$ cat src/rtl/dac_pkg.sv
// -----------------------------------------------------------------------------
// dac_pkg
// Shared constants, types and helpers for the PWM DAC output stage.
//   WIDTH          : default sample width; the PWM period is 2^WIDTH-1 cycles
//   PERIOD_LAST    : last counter value of a period (2^WIDTH-2)
//   UNDERRUN_CNT_W : width of the saturating underrun counter
//   buf_action_e   : what the sample buffer does on a given clock edge
// -----------------------------------------------------------------------------
package dac_pkg;

    localparam int WIDTH          = 8;
    localparam int PERIOD_LAST    = (1 << WIDTH) - 2;
    localparam int UNDERRUN_CNT_W = 8;

    // Buffer/duty update selected each cycle. The order of the checks in
    // decode_action gives the priority between overlapping conditions.
    typedef enum logic [2:0] {
        ACT_HOLD        = 3'd0,  // nothing happens
        ACT_STORE       = 3'd1,  // mid-period accept into the pending slot
        ACT_LOAD_PEND   = 3'd2,  // boundary: pending sample becomes duty
        ACT_LOAD_REFILL = 3'd3,  // boundary: pending -> duty, new sample -> pending
        ACT_BYPASS      = 3'd4,  // boundary, empty slot: new sample straight to duty
        ACT_UNDERRUN    = 3'd5   // boundary with nothing to play next
    } buf_action_e;

    function automatic buf_action_e decode_action(
        input logic last,
        input logic pend_full,
        input logic fire
    );
        if (last && pend_full) begin
            return fire ? ACT_LOAD_REFILL : ACT_LOAD_PEND;
        end else if (last && fire) begin
            return ACT_BYPASS;
        end else if (last) begin
            return ACT_UNDERRUN;
        end else if (fire) begin
            return ACT_STORE;
        end
        return ACT_HOLD;
    endfunction

    // Increment that sticks at all-ones.
    function automatic logic [UNDERRUN_CNT_W-1:0] sat_inc(
        input logic [UNDERRUN_CNT_W-1:0] v
    );
        return (&v) ? v : v + 1'b1;
    endfunction

endpackage

$ cat src/rtl/pwm_dac_out_if.sv
// -----------------------------------------------------------------------------
// pwm_dac_out_if
// Sample stream from the function generator into the PWM DAC.
//   in_data  : unsigned sample
//   in_valid : in_data is valid this cycle
//   in_ready : sink accepts in_data this cycle (transfer = in_valid & in_ready)
// Modports: master = sample producer, slave = the DAC.
// -----------------------------------------------------------------------------
interface pwm_dac_out_if #(
    parameter int WIDTH = dac_pkg::WIDTH
) ();

    logic [WIDTH-1:0] in_data;
    logic             in_valid;
    logic             in_ready;

    modport master (
        output in_data,
        output in_valid,
        input  in_ready
    );

    modport slave (
        input  in_data,
        input  in_valid,
        output in_ready
    );

endinterface

$ cat src/rtl/pwm_period_counter.sv
// -----------------------------------------------------------------------------
// pwm_period_counter
// Free-running PWM phase counter, 0 .. 2^WIDTH-2, one period = 2^WIDTH-1 cycles.
//   clk  : system clock
//   rst  : synchronous active-low reset
//   en   : run enable; while low the counter is forced to 0
//   cnt  : current phase
//   last : high in the final cycle of an enabled period (combinational)
// -----------------------------------------------------------------------------
module pwm_period_counter
    import dac_pkg::*;
#(
    parameter int WIDTH = dac_pkg::WIDTH
) (
    input  logic             clk,
    input  logic             rst,
    input  logic             en,
    output logic [WIDTH-1:0] cnt,
    output logic             last
);

    localparam logic [WIDTH-1:0] LAST_VAL = WIDTH'((1 << WIDTH) - 2);

    logic [WIDTH-1:0] cnt_q;
    logic [WIDTH-1:0] cnt_d;

    // Disabling clears the phase, so re-enabling always starts a fresh period.
    always_comb begin
        last  = en && (cnt_q == LAST_VAL);
        cnt_d = '0;
        if (en && !last) begin
            cnt_d = cnt_q + 1'b1;
        end
    end

    always_ff @(posedge clk) begin
        if (!rst) begin
            cnt_q <= '0;
        end else begin
            cnt_q <= cnt_d;
        end
    end

    assign cnt = cnt_q;

endmodule

$ cat src/rtl/pwm_dac_out.sv
// -----------------------------------------------------------------------------
// pwm_dac_out
// PWM output stage: accepts WIDTH-bit unsigned samples over a valid/ready
// stream, holds one sample in a single-entry buffer and plays each sample as
// one (2^WIDTH-1)-cycle PWM period on pwm_out (k high cycles for sample k).
// A period boundary with no sample available repeats the previous duty and
// reports an underrun.
//   clk          : system clock
//   rst          : synchronous active-low reset
//   en           : run enable; low freezes the counter at 0 and drives pin low
//   in_if        : sample stream (slave side)
//   pwm_out      : registered PWM pin
//   period_start : registered pulse on the first pin cycle of each period
//   underrun     : registered pulse when a boundary finds no sample
//   underrun_cnt : saturating underrun count
// -----------------------------------------------------------------------------
module pwm_dac_out
    import dac_pkg::*;
#(
    parameter int WIDTH = dac_pkg::WIDTH
) (
    input  logic                      clk,
    input  logic                      rst,
    input  logic                      en,
    pwm_dac_out_if.slave              in_if,
    output logic                      pwm_out,
    output logic                      period_start,
    output logic                      underrun,
    output logic [UNDERRUN_CNT_W-1:0] underrun_cnt
);

    logic [WIDTH-1:0] cnt;
    logic             last;
    logic             in_ready;
    logic             fire;
    buf_action_e      action;

    logic [WIDTH-1:0]          duty_q,         duty_d;
    logic [WIDTH-1:0]          pend_data_q,    pend_data_d;
    logic                      pend_full_q,    pend_full_d;
    logic                      pwm_out_q,      pwm_out_d;
    logic                      period_start_q, period_start_d;
    logic                      underrun_q,     underrun_d;
    logic [UNDERRUN_CNT_W-1:0] underrun_cnt_q, underrun_cnt_d;

    pwm_period_counter #(
        .WIDTH (WIDTH)
    ) u_counter (
        .clk  (clk),
        .rst  (rst),
        .en   (en),
        .cnt  (cnt),
        .last (last)
    );

    // A full slot still takes a new sample in the last cycle, because the
    // slot empties into duty on that same edge.
    assign in_ready       = ~pend_full_q | last;
    assign in_if.in_ready = in_ready;
    assign fire           = in_if.in_valid & in_ready;

    always_comb begin
        duty_d         = duty_q;
        pend_data_d    = pend_data_q;
        pend_full_d    = pend_full_q;
        underrun_d     = 1'b0;
        underrun_cnt_d = underrun_cnt_q;
        action         = decode_action(last, pend_full_q, fire);

        case (action)
            ACT_STORE: begin
                pend_data_d = in_if.in_data;
                pend_full_d = 1'b1;
            end
            ACT_LOAD_PEND: begin
                duty_d      = pend_data_q;
                pend_full_d = 1'b0;
            end
            ACT_LOAD_REFILL: begin
                duty_d      = pend_data_q;
                pend_data_d = in_if.in_data;
            end
            ACT_BYPASS: begin
                duty_d = in_if.in_data;
            end
            ACT_UNDERRUN: begin
                underrun_d     = 1'b1;
                underrun_cnt_d = sat_inc(underrun_cnt_q);
            end
            default: begin
            end
        endcase

        // Strict compare: duty 0 never goes high, full-scale stays high all
        // 2^WIDTH-1 cycles since cnt never reaches 2^WIDTH-1.
        pwm_out_d      = en & (cnt < duty_q);
        period_start_d = en & (cnt == '0);
    end

    always_ff @(posedge clk) begin
        if (!rst) begin
            duty_q         <= '0;
            pend_data_q    <= '0;
            pend_full_q    <= 1'b0;
            pwm_out_q      <= 1'b0;
            period_start_q <= 1'b0;
            underrun_q     <= 1'b0;
            underrun_cnt_q <= '0;
        end else begin
            duty_q         <= duty_d;
            pend_data_q    <= pend_data_d;
            pend_full_q    <= pend_full_d;
            pwm_out_q      <= pwm_out_d;
            period_start_q <= period_start_d;
            underrun_q     <= underrun_d;
            underrun_cnt_q <= underrun_cnt_d;
        end
    end

    assign pwm_out      = pwm_out_q;
    assign period_start = period_start_q;
    assign underrun     = underrun_q;
    assign underrun_cnt = underrun_cnt_q;

endmodule
$ cat src/flat_wrapper.sv
// flat-port wrapper written by rule: the top's interface ports become plain ports
module pwm_dac_out_flat import dac_pkg::*;
#(
    parameter int WIDTH = dac_pkg::WIDTH
)
  (clk, rst, en, pwm_out, period_start, underrun, underrun_cnt, in_if_in_data, in_if_in_valid, in_if_in_ready);
  pwm_dac_out_if #(.WIDTH(WIDTH)) in_if_i ();
  input  logic clk;
  input  logic rst;
  input  logic en;
  output logic pwm_out;
  output logic period_start;
  output logic underrun;
  output logic [UNDERRUN_CNT_W-1:0] underrun_cnt;
  input wire logic [$bits(in_if_i.in_data)-1:0] in_if_in_data;
  input wire logic [$bits(in_if_i.in_valid)-1:0] in_if_in_valid;
  output wire logic [$bits(in_if_i.in_ready)-1:0] in_if_in_ready;
  assign in_if_i.in_data = in_if_in_data;
  assign in_if_i.in_valid = in_if_in_valid;
  assign in_if_in_ready = in_if_i.in_ready;
  pwm_dac_out #(.WIDTH(WIDTH)) u_core (.clk(clk), .rst(rst), .en(en), .in_if(in_if_i), .pwm_out(pwm_out), .period_start(period_start), .underrun(underrun), .underrun_cnt(underrun_cnt));
endmodule
$ cat config.mk
export PLATFORM = sky130hd
export DESIGN_NAME = pwm_dac_out_flat
export DESIGN_NICKNAME = d
export VERILOG_FILES = /design/src/rtl/dac_pkg.sv /design/src/rtl/pwm_dac_out_if.sv /design/src/rtl/pwm_period_counter.sv /design/src/rtl/pwm_dac_out.sv /design/src/flat_wrapper.sv
export SDC_FILE = /design/constraint.sdc
export NUM_CORES = 1
export LEC_CHECK = 0
export CAP_MARGIN = 20
export CORE_MARGIN = 2
export CORE_UTILIZATION = 58
export DETAILED_ROUTE_END_ITERATION = 10
export GPL_TIMING_DRIVEN = 0
export PLACE_DENSITY_LB_ADDON = 0.08
export SLEW_MARGIN = 10
export SYNTH_ARGS = -nofsm -noshare
export SYNTH_HDL_FRONTEND = slang
export SYNTH_SLANG_ARGS = --single-unit
$ cat constraint.sdc
create_clock -name clk -period 5.4 [get_ports clk]
set_clock_uncertainty 0.1 [all_clocks]
set_input_delay 1.08 -clock clk [delete_from_list [all_inputs] [get_ports clk]]
set_output_delay 1.08 -clock clk [all_outputs]
set_load 0.05 [all_outputs]
Word level (Yosys, flattened, before mapping)
Cells that the tools add are included.
Word-level totals
  bits in latches: 0
  bits in read-only memories: 0
  bits in writable memories: 0
  register bits after elaboration: 36
  memories kept: 0
  word-level logic and storage cells: 49
Operators by class
  $mul: 0
  divide/modulo/power cells: 0
  bitwise logic cells: 6
  reductions and logical operators: 13
  $lt $le $gt $ge: 1
  eq/ne operators: 6
  multiplexer cells: 13
  shift operators: 0
  add/sub/neg operators: 2
Operators with widths (number)
  adder 8 x 1 -> 8 bit, second input constant: 2
  case mux 8 bit (2 select lines): 1
  2-to-1 mux 3 bit: 5
  equality test 8 bit, second input constant: 1
  logical NOT 8 bit: 1
  less-than comparator 8 bit: 1
  AND reduction 8 bit: 1
  equality test 3 x 2 -> 1 bit, second input constant: 2
  equality test 3 bit, second input constant: 2
  2-to-1 mux 1 bit: 6
  logical AND 1 bit: 4
  AND reduction 2 bit: 2
  nonzero test 2 bit: 2
  OR reduction 2 bit: 2
  AND 1 bit: 3
  equality test 3 x 1 -> 1 bit, second input constant: 1
  inverter 1 bit: 2
  case mux 1 bit (2 select lines): 1
  logical NOT 1 bit: 1
  OR 1 bit: 1

Depth between registers and ports, before layout
  depth in word-level cells: 12
  depth in mapped cells: 7

Hierarchy
Synthesis repeated with hierarchy kept, for this count alone.
Second synthesis, totals
  cell total of the unflattened synthesis: 186
  area, all modules: 1710.4 µm²
Modules (own cells, without submodules)
  pwm_dac_out: instances 1, cells an instance 145, area each 1347.5 µm²
  pwm_period_counter: instances 1, cells an instance 41, area each 362.8 µm²

Worst setup path after synthesis
No wires, ideal clock.
  path kind: input -> output
  from: in en
  to: out in_if_in_ready
  path buffers: 0
  cell stages on the path: 2
  slack: 2.749 ns
  required time: 4.220 ns
  arrival: 1.471 ns
  cells stage by stage: a31oi_1 inv_1
Between the ends
  longest elaborated chain between the ends: 2
Ends and longest elaborated chain
  from (decl): line flat_wrapper.sv:10  | input logic en;
  logical AND 1 bit: line pwm_period_counter.sv:29  | last = en && (cnt_q == LAST_VAL);
  OR 1 bit: line pwm_dac_out.sv:58  | assign in_ready = ~pend_full_q | last;
  to (decl): line flat_wrapper.sv:17  | output wire logic [$bits(in_if_i.in_ready)-1:0] in_if_in_ready;
Every way passes these cells.

Worst setup path after layout
Same ends and word-level chain as after synthesis.

==> metrics.csv <==
stage;metric;value;unit
global_routing;GR met2 Demand/Resource;0.4130;
detailed_routing;final WL;3.769;mm
global_routing;Overflow after GRT;0;
pwr;combinational share of power;0.105;
timing;Final Max Tran Viols;0;
global_routing;Most Crowded Layer GR;met2;
timing;Fin Hold WS;369.8;ps
detailed_routing;DRC;0;
placed_design;GP Congestion;0.8847;
cells_and_area;post-layout util;0.7207;
cells_and_area;fin nets;253;
setup_path;critical path's slowest cell;clkdlybuf4s50_1;
floorplanning;Die Area;3635;um2
detailed_routing;drt wl/cell;13.71;um
placed_design;Inst Count DP;267;
pwr;Max VDD drop;171.2;uV
timing;worst-margin pin slew;606.9;ps
synth;prevailing post-synth register cell;dfxtp_1;
pwr;Clock power frac;0.319;
synth;multiplexer share of the synthesized area;0.04357;
synth;Synth cell types;41;
pwr;power density cells;218.6;nW/um2
setup_path;Critical Path Max Stage Delay;790;ps
setup_path;CP Class;input pin to output port;
setup_path;crit end category;output port;
synth;number of synthesized register bits;36;
clocking;Clk Latency, worst-skew pair;350;ps
pwr;Leak;0.8241;nW
placed_design;DP HPWL;2.827;mm
setup_path;worst path buffer plus inverter count;3;
floorplanning;site row count;20;
cells_and_area;most common cell after layout, fill and taps aside;dfxtp_1;
pwr;net switching power;0.0001185;W
setup_path;WP depth;4;
detailed_routing;Routed Antenna Nets;0;
outcome;status;finished clean;
clocking;number of CTS-inserted buffers;5;
setup_path;worst setup path endpoint;in_if_in_ready;
synth;EDFF count, synth;0;
detailed_routing;DR vias/cell;5.811;
cells_and_area;proportion of layout cells with a drive suffix above 1;0.09957;
global_routing;initial antenna violation count;0;
synth;Syn. warnings;0;
floorplanning;Core Region;3028;um2
clocking;Clock Path Buffers;2;
cells_and_area;Final Non-Filler Cells;275;
timing;fin crit share;0.7358;
setup_path;crit-path most repeated cell;clkdlybuf4s50_1;
synth;Post-Synth XOR/XNOR Area;0.02383;
synth;Synth async-reset ratio;0;
global_routing;total track usage;0.2436;
timing;RSZ-0062 raised after global routing;no;
global_routing;largest net degree at the start of global routing;11;
setup_path;Critical Path RT;4220;ps
synth;Syn Area/Cell;9.190;um2
clocking;H-tree depth;2;
pwr;sw frac;0.2485;
detailed_routing;DRT Pass-1 Iters;4;
cells_and_area;n_diodes;0;
synth;Seq/Total Area, Yosys;0.3921;
timing;min cycle time layout;3973;ps
cells_and_area;area of the multi-input gates;1007;um2
clocking;clock sinks;36;
setup_path;Reg2Reg Depth;5;
setup_path;R2R setup slack;3380;ps
floorplanning;die span in x;60.30;um
synth;Mapped Nets;223;
synth;simple-gate share of the synthesized area;0.2212;
timing;slew margin rel.;0.5936;
global_routing;GR Layer Usage met3;0.06494;
clocking;Post-CTS Repair Setup Buffers;0;
timing;final hold violation count;0;
setup_path;type of origin of the critical path;input pin;
floorplanning;starting density of the core;0.6070;
flow_run;max cap viols;0;
cells_and_area;commonest cells after routing, fill and taps aside;dfxtp_1, clkdlybuf4s50_1, nand2_1, nor2_1, inv_1;
timing;achievable frequency;251.7;MHz
global_routing;vias in the first global route;1548;
clocking;post-cts sizing count;0;
cells_and_area;area grow syn2layout;18.72;%
setup_path;Arrival @ worst endpoint;2790;ps
clocking;clk root buf;clkbuf_4;
setup_path;Worst R2R End;u_core.pwm_out$_SDFF_PN0_;
detailed_routing;initial drt markers;146;
pwr;sequential share of power;0.576;
synth;Synth Area in Compound Gates;0.1790;
clocking;hold buffer count at CTS;0;
setup_path;crit path cell chain;clkdlybuf4s50_1 -> a31oi_1 -> inv_1 -> clkdlybuf4s50_1;
floorplanning;IO Pins;24;
setup_path;launching point of the worst reg2reg path;u_core.u_counter.cnt[5]$_SDFF_PN0_;
detailed_routing;DR vias;1598;
timing;final setup violation count;0;
floorplanning;die extent in y;60.30;um
synth;adder-cell area share of the yosys netlist;0.08033;
synth;Mapped Cells;200;
cells_and_area;fillcell total;248;
synth;combinational family with the most area after synthesis;simple AND/OR/NAND/NOR gates;
cells_and_area;Register Area;720.7;um2
worst_hold_path;Worst Hold Class;register to register;
setup_path;critical path's top delay family;buffers and inverters;
clocking;CTS tree;yes;
setup_path;CP max FO;7;
timing;Setup TNS Final;0;ps
setup_path;Worst Setup SP;en;
synth;Netlist Area Pre-Place;1838;um2
pwr;Int Pwr;0.0003585;W
global_routing;M1 GR Usage;0.2842;
clocking;Worst-path clk slew;100;ps
placed_design;Port-buffer cells;23;
global_routing;first-pass GRT wire length;6.589;mm
-- power by group through the flow --
stage	registers, W	clock network [W]	logic, W
after global placement	0.000281	0	0.0000486
final	0.000275	0.000152	0.0000503
after floorplan	0.000282	0	0.0000300
after CTS	0.000275	0.000154	0.0000506
after detailed placement	0.000281	0	0.0000502
after global routing	0.000275	0.000166	0.0000553
-- worst reg2reg max path: stages (launching register included) --
cell       delay, ps
dfxtp_1          490
ha_1             310
a21o_1           170
a21o_1           170
a2111oi_0        530
o21a_1           200
-- logic make-up (layout without fill, tap and decap cells) --
group           Yosys count  count (layout)
compound gates           42              42
xor+xnor                  5               5
fa+ha+maj                12              12
buf+inv                  23              54
flops                    36              36
mux                       8               8
simple gates             74              74
-- Yosys cell counts, drive strengths merged, types with 2 or more instances --
| library cell | number | area share |
|---|---|---|
| dfxtp | 36 | 0.39 |
| nand2 | 18 | 0.037 |
| nor2 | 18 | 0.038 |
| inv | 12 | 0.025 |
| nand3 | 12 | 0.035 |
| ha | 11 | 0.075 |
| a21oi | 8 | 0.022 |
| a2bb2oi | 8 | 0.038 |
| mux2i | 8 | 0.044 |
| o221a | 8 | 0.049 |
| and4 | 5 | 0.027 |
| clkbuf | 5 | 0.010 |
| nand4 | 5 | 0.025 |
| buf | 4 | 0.021 |
| o21ai | 4 | 0.011 |
| o31ai | 4 | 0.016 |
| or4 | 4 | 0.016 |
| xor2 | 4 | 0.019 |
| a21o | 3 | 0.012 |
| or3 | 3 | 0.010 |
| and2 | 2 | 0.0068 |
| and3 | 2 | 0.0068 |
| clkinv | 2 | 0.0041 |
| nor4 | 2 | 0.0068 |
-- sequential cells by signal (all words and copies together), names as in the netlist --
signal                count
u_core.pend_full_q        1
u_core.underrun_cnt       8
u_core.pwm_out            1
u_core.duty_q             8
u_core.underrun           1
u_core.u_counter.cnt      8
u_core.period_start       1
u_core.pend_data_q        8
-- layer usage --
layer | share of wire | wire (um)
met3 | 0.047 | 177
met5 | 0 | 0
met2 | 0.50 | 1901
met1 | 0.43 | 1627
met4 | 0.017 | 63
-- cell type report --
type | instances | share of cell area
plain buffers | 9 | 0.02638
clock buffers | 8 | 0.02695
inverters | 14 | 0.02408
multi-input cells | 141 | 0.4616
flip-flops and latches | 36 | 0.3303
well taps | 44 | 0.02523
repair buffers | 23 | 0.1055
-- worst min path at each step --
stage / from / to / cells after the start
4_1_cts: u_core.pend_data_q[3]$_SDFFE_PN0P_ / u_core.pend_data_q[3]$_SDFFE_PN0P_ / 2
2_1_floorplan: u_core.pend_data_q[7]$_SDFFE_PN0P_ / u_core.pend_data_q[7]$_SDFFE_PN0P_ / 2
3_5_place_dp: u_core.pend_data_q[2]$_SDFFE_PN0P_ / u_core.pend_data_q[2]$_SDFFE_PN0P_ / 2
6_report: u_core.pend_data_q[3]$_SDFFE_PN0P_ / u_core.pend_data_q[3]$_SDFFE_PN0P_ / 2
5_1_grt: u_core.pend_data_q[4]$_SDFFE_PN0P_ / u_core.pend_data_q[4]$_SDFFE_PN0P_ / 2
3_3_place_gp: u_core.pend_data_q[4]$_SDFFE_PN0P_ / u_core.pend_data_q[4]$_SDFFE_PN0P_ / 2
-- metrics by stage --
stage	setup WS [ps]	area [um2]	power (W)
after floorplan	2749	1838	0.0003118
after global placement	1415	2123	0.0003292
after detailed placement	1439	2123	0.0003309
after CTS	1423	2182	0.0004797
after global routing	1365	2182	0.0004968
final	1427	2182	0.0004770
No activity file was read; power rests on OpenSTA's default activity.
